## src/rtl/demux_stream_param.sv

```systemverilog
// 1-to-NUM_OUT packet demux with one-entry holding slot per output and packet-locked routing.
// Optional discarded-beat counter enabled by DEMUX_DROP_CNT_EN.
module demux_slot #(
  parameter int WIDTH = 8
) (
  input  logic             clk,
  input  logic             rst_n,
  input  logic             load_i,
  input  logic [WIDTH-1:0] data_i,
  input  logic             last_i,
  input  logic             ready_i,
  output logic             valid_o,
  output logic [WIDTH-1:0] data_o,
  output logic             last_o
);
  logic             valid_q;
  logic [WIDTH-1:0] data_q;
  logic             last_q;

  always_ff @(posedge clk) begin
    if (!rst_n) begin
      valid_q <= 1'b0;
      data_q  <= '0;
      last_q  <= 1'b0;
    end else if (load_i) begin
      valid_q <= 1'b1;
      data_q  <= data_i;
      last_q  <= last_i;
    end else if (valid_q && ready_i) begin
      valid_q <= 1'b0;
    end
  end

  assign valid_o = valid_q;
  assign data_o  = data_q;
  assign last_o  = last_q;
endmodule

module demux_stream_param #(
  parameter int WIDTH   = 8,
  parameter int NUM_OUT = 4,
  parameter int SEL_W   = 2
) (
  input  logic                     clk,
  input  logic                     rst_n,
  input  logic [WIDTH-1:0]         in_data,
  input  logic [SEL_W-1:0]         in_sel,
  input  logic                     in_last,
  input  logic                     in_valid,
  output logic                     in_ready,
  output logic [NUM_OUT*WIDTH-1:0] out_data,
  output logic [NUM_OUT-1:0]       out_last,
  output logic [NUM_OUT-1:0]       out_valid,
  input  logic [NUM_OUT-1:0]       out_ready,
  output logic                     busy
`ifdef DEMUX_DROP_CNT_EN
  ,
  output logic [15:0]              drop_cnt
`endif
);
  typedef enum logic [1:0] {IDLE, PKT, DROP} state_e;

  state_e             state_q, state_d;
  logic [SEL_W-1:0]   route_q, route_d;
  logic [SEL_W-1:0]   tgt;
  logic               route_ok;
  logic               accept;
  logic [NUM_OUT-1:0] hit;

  // route_ok low means the beat is discarded and never backpressures the source
  assign tgt      = (state_q == IDLE) ? in_sel : route_q;
  assign route_ok = (int'(tgt) < NUM_OUT) && (state_q != DROP);
  assign in_ready = rst_n & (~route_ok | (|(hit & (~out_valid | out_ready))));
  assign accept   = in_valid & in_ready;
  assign busy     = (state_q != IDLE);

  genvar k;
  generate
    for (k = 0; k < NUM_OUT; k++) begin : g_slot
      assign hit[k] = route_ok && (tgt == SEL_W'(k));
      demux_slot #(.WIDTH(WIDTH)) u_slot (
        .clk     (clk),
        .rst_n   (rst_n),
        .load_i  (accept & hit[k]),
        .data_i  (in_data),
        .last_i  (in_last),
        .ready_i (out_ready[k]),
        .valid_o (out_valid[k]),
        .data_o  (out_data[k*WIDTH +: WIDTH]),
        .last_o  (out_last[k])
      );
    end
  endgenerate

  always_comb begin
    state_d = state_q;
    route_d = route_q;
    if (accept) begin
      if (state_q == IDLE) begin
        route_d = in_sel;
        if (!in_last) state_d = route_ok ? PKT : DROP;
      end else if (in_last) begin
        state_d = IDLE;
      end
    end
  end

  always_ff @(posedge clk) begin
    if (!rst_n) begin
      state_q <= IDLE;
      route_q <= '0;
    end else begin
      state_q <= state_d;
      route_q <= route_d;
    end
  end

`ifdef DEMUX_DROP_CNT_EN
  logic [15:0] drop_cnt_q;
  always_ff @(posedge clk) begin
    if (!rst_n)                                    drop_cnt_q <= '0;
    else if (accept && !route_ok && drop_cnt_q != 16'hFFFF) drop_cnt_q <= drop_cnt_q + 16'd1;
  end
  assign drop_cnt = drop_cnt_q;
`endif
endmodule

```

## config.mk

```make
export PLATFORM = sky130hd
export DESIGN_NAME = demux_stream_param
export DESIGN_NICKNAME = d
export VERILOG_FILES = /design/src/rtl/demux_stream_param.sv
export SDC_FILE = /design/constraint.sdc
export NUM_CORES = 1
export LEC_CHECK = 0
export CAP_MARGIN = 25
export CORE_MARGIN = 3
export CORE_UTILIZATION = 47
export CTS_BUF_LIST = sky130_fd_sc_hd__clkbuf_2
export CTS_CLUSTER_DIAMETER = 50
export CTS_CLUSTER_SIZE = 8
export DETAILED_ROUTE_END_ITERATION = 6
export PLACE_DENSITY = 0.79
export SKIP_LAST_GASP = 1
export SYNTH_ARGS = -nofsm -noshare
export SYNTH_HDL_FRONTEND = slang
export SYNTH_SLANG_ARGS = --single-unit
```

## constraint.sdc

```tcl
create_clock -name clk -period 2.01 [get_ports clk]
set_input_delay 0.402 -clock clk [delete_from_list [all_inputs] [get_ports clk]]
set_output_delay 0.402 -clock clk [all_outputs]
set_load 0.01 [all_outputs]
```

==> impl_metrics.ini <==
[outcome]
status = finished, violations left
violations = setup timing

[run]
drv_cap = 0

[logic_synthesis]
ys_types = 28
postSynthRegisterBits = 44
synth-main-ff-cell = sky130_fd_sc_hd__dfxtp_1
post_synth_edffs = 0
cells_after_synthesis = 190
synth.yosys.seq_area_share = 0.473
syn-mean-instance-area_um2 = 9.81
synth_nets = 208
synth_async_sr_flop_share = 0
synth_area_um2 = 1860
synth.yosys.warnings = 0

[finish]
n_antenna_cell = 0
finalNetCount = 278
layout_commonest_cell = sky130_fd_sc_hd__clkdlybuf4s50_1
layout.cell_area.non_filler_um2 = 2640
drive_gt1_frac = 0.181
highest_count_cells_in_the_layout_ignoring_fill_and_taps = 55 x sky130_fd_sc_hd__clkdlybuf4s50_1, 51 x sky130_fd_sc_hd__nand2_1, 42 x sky130_fd_sc_hd__dfxtp_1
syn_to_final_growth_pct = 41.6

[placed_design]
io_buffers = 59
routability_cong = 0.906
place_hpwl_um = 3120
dpl_cell_area_um2 = 2530
place_ws_ns = -0.823

[timing]
worst_slew_pin_slew_ns = 0.454
timing.final.max_slew_violations = 0
setup_viol = 1
fmax_mhz = 444
slew_headroom = 0.697
report.final.hold_viol_count = 0
fin_crit_ns = 2.25
layout_setup_ws_ns = -0.242
layout_worst_path_cycle_share = 1.12
rsz_0062_raised_after_global_routing = yes
finalClockSkew_ns = 0.0180

[drt]
drc_errors = 0
first_iter_violations = 55
remaining_antenna_violation_count = 0
via_per_inst = 5.00
routed-via-count = 1540
drt_wl_total_um = 4290
firstDrtPassIters = 4
routedWlPerCell_um = 13.9

[worst_setup_path]
cp-start-kind = register
path_type_of_the_worst_setup_path = register to output pin
critPathArrivalTime_ns = 1.85
critical_path.startpoint = state_q[0]
cp-end-kind = output pin
reg2reg_from = state_q[0]
cp_data_required_time_ns = 1.61
critPathMaxFanout = 4

[global_route]
grtUsageTotal = 0.192
first_global_vias = 1515
grt_antenna_before_repair = 0
grt_max_degree = 50
grt_overflow = 0
global_route_wire_length_before_repair_um = 6760

[clock_tree]
cts.root.buffer_cell = sky130_fd_sc_hd__clkbuf_2
cts.sinks = 44
clk_transition_reported_paths_ns = 0.20
cts_inserted_buffers = 5
cts_tree = done
cts_hold_repair.buffers = 0
clock_latency_ns = 0.39
ctsHtreeMaxLevel = 2
clock_path_buffers = 2

[floorplanning]
total_die_area_um2 = 4760
die_w_um = 69.0
initial_core_util = 0.498
row_count = 22
io_pins = 60
core_area_um2 = 3740
dieHeight_um = 69.0

[hold_path]
hold_path_class = primary input to register
hold_start = in_sel[0]

[power_and_ir_drop]
total_power_uw = 1580
power_per_cell_area_nw_per_um2 = 597
p_leak_uw = 0.00121
maximum_vdd_ir_drop_mv = 0.455
synthesized netlist by cell type, types with 3 or more instances:
cell / count / area [um2]
sky130_fd_sc_hd__dfxtp_1: 44 / 881
sky130_fd_sc_hd__o21ai_2: 4 / 35.0
sky130_fd_sc_hd__nand2b_1: 4 / 25.0
sky130_fd_sc_hd__nor2b_1: 3 / 18.8
sky130_fd_sc_hd__mux2i_1: 38 / 380
sky130_fd_sc_hd__buf_4: 8 / 60.1
sky130_fd_sc_hd__clkbuf_1: 6 / 22.5
sky130_fd_sc_hd__a21oi_1: 5 / 25.0
sky130_fd_sc_hd__nand2_1: 51 / 191
sky130_fd_sc_hd__inv_1: 4 / 15.0
sky130_fd_sc_hd__nor2_1: 3 / 11.3
sky130_fd_sc_hd__buf_6: 4 / 45.0
registers in the layout (all words and copies together), names as in the netlist:
name and count:
state_q 2, route_q 2, g_slot.u_slot.last_o 4, g_slot.u_slot.valid_o 4
g_slot.u_slot.data_o 32
logic make-up after synthesis:
family,after synthesis,share of synthesized area
AO/OA/AOI/OAI,20,0.0913
buffers and inverters,22,0.0766
flip-flops,44,0.473
multiplexers,38,0.204
AND/OR/NAND/NOR,66,0.155
area by class of cell:
type / instances / area [um2]
clock buffer: 6 / 30.0
timing repair buffer: 81 / 758
tap: 48 / 60.1
fill: 311 / 1100
inverter: 4 / 15.0
sequential: 44 / 883
multi-input combinational: 124 / 887
clock inverter: 1 / 5.00
where the power goes:
part           internal, uW  total, uW  switching [uW]
registers               901        921            20.4
clock network          83.2        351             268
logic                   165        304             140
total                  1150       1580             428
layer usage:
metal	GRT usage	wire length, um	up-vias	part of all wire
met3	0.0746	334	7	0.078
met1	0.258	1970	707	0.46
met4	0.0730	65	0	0.015
li1	-	-	776	-
met2	0.277	1920	50	0.45
met5	0	0	-	0
final timing paths:
path              cells past startpoint                          to  slack (ns)
setup reg to reg                      9  g_slot[1].u_slot.data_o[7]        0.06
hold / removal                        3                  route_q[0]        0.46
hold reg to reg                       2  g_slot[2].u_slot.data_o[7]        0.47
setup / recovery                      6                    in_ready       -0.24
worst max-delay path, cell delays in order (launching register included):
cell	delay, ns
sky130_fd_sc_hd__dfxtp_2	0.39
sky130_fd_sc_hd__or4b_4	0.53
sky130_fd_sc_hd__o31ai_2	0.09
sky130_fd_sc_hd__a221o_4	0.21
sky130_fd_sc_hd__nor2_1	0.05
sky130_fd_sc_hd__nor2_1	0.08
sky130_fd_sc_hd__buf_2	0.13
per-stage QoR:
step	hold slack, ns	instances	setup TNS (ns)	utilization
global placement	0.444	298	-17.00	0.675
detailed placement	0.454	298	-18.58	0.675
floorplan	0.439	190	0	-
global route	0.477	308	-0.444	0.705
finish	0.462	308	-0.242	0.705
CTS	0.428	306	-0.262	0.688
repair_timing:
action                                  in CTS  in global routing
endpoints found under the setup margin       4                 15
pin swaps                                    3                  3
gates resized for setup                     11                 11
setup buffers                                1                  2
Note: power is estimated with default switching activity, not from simulation.
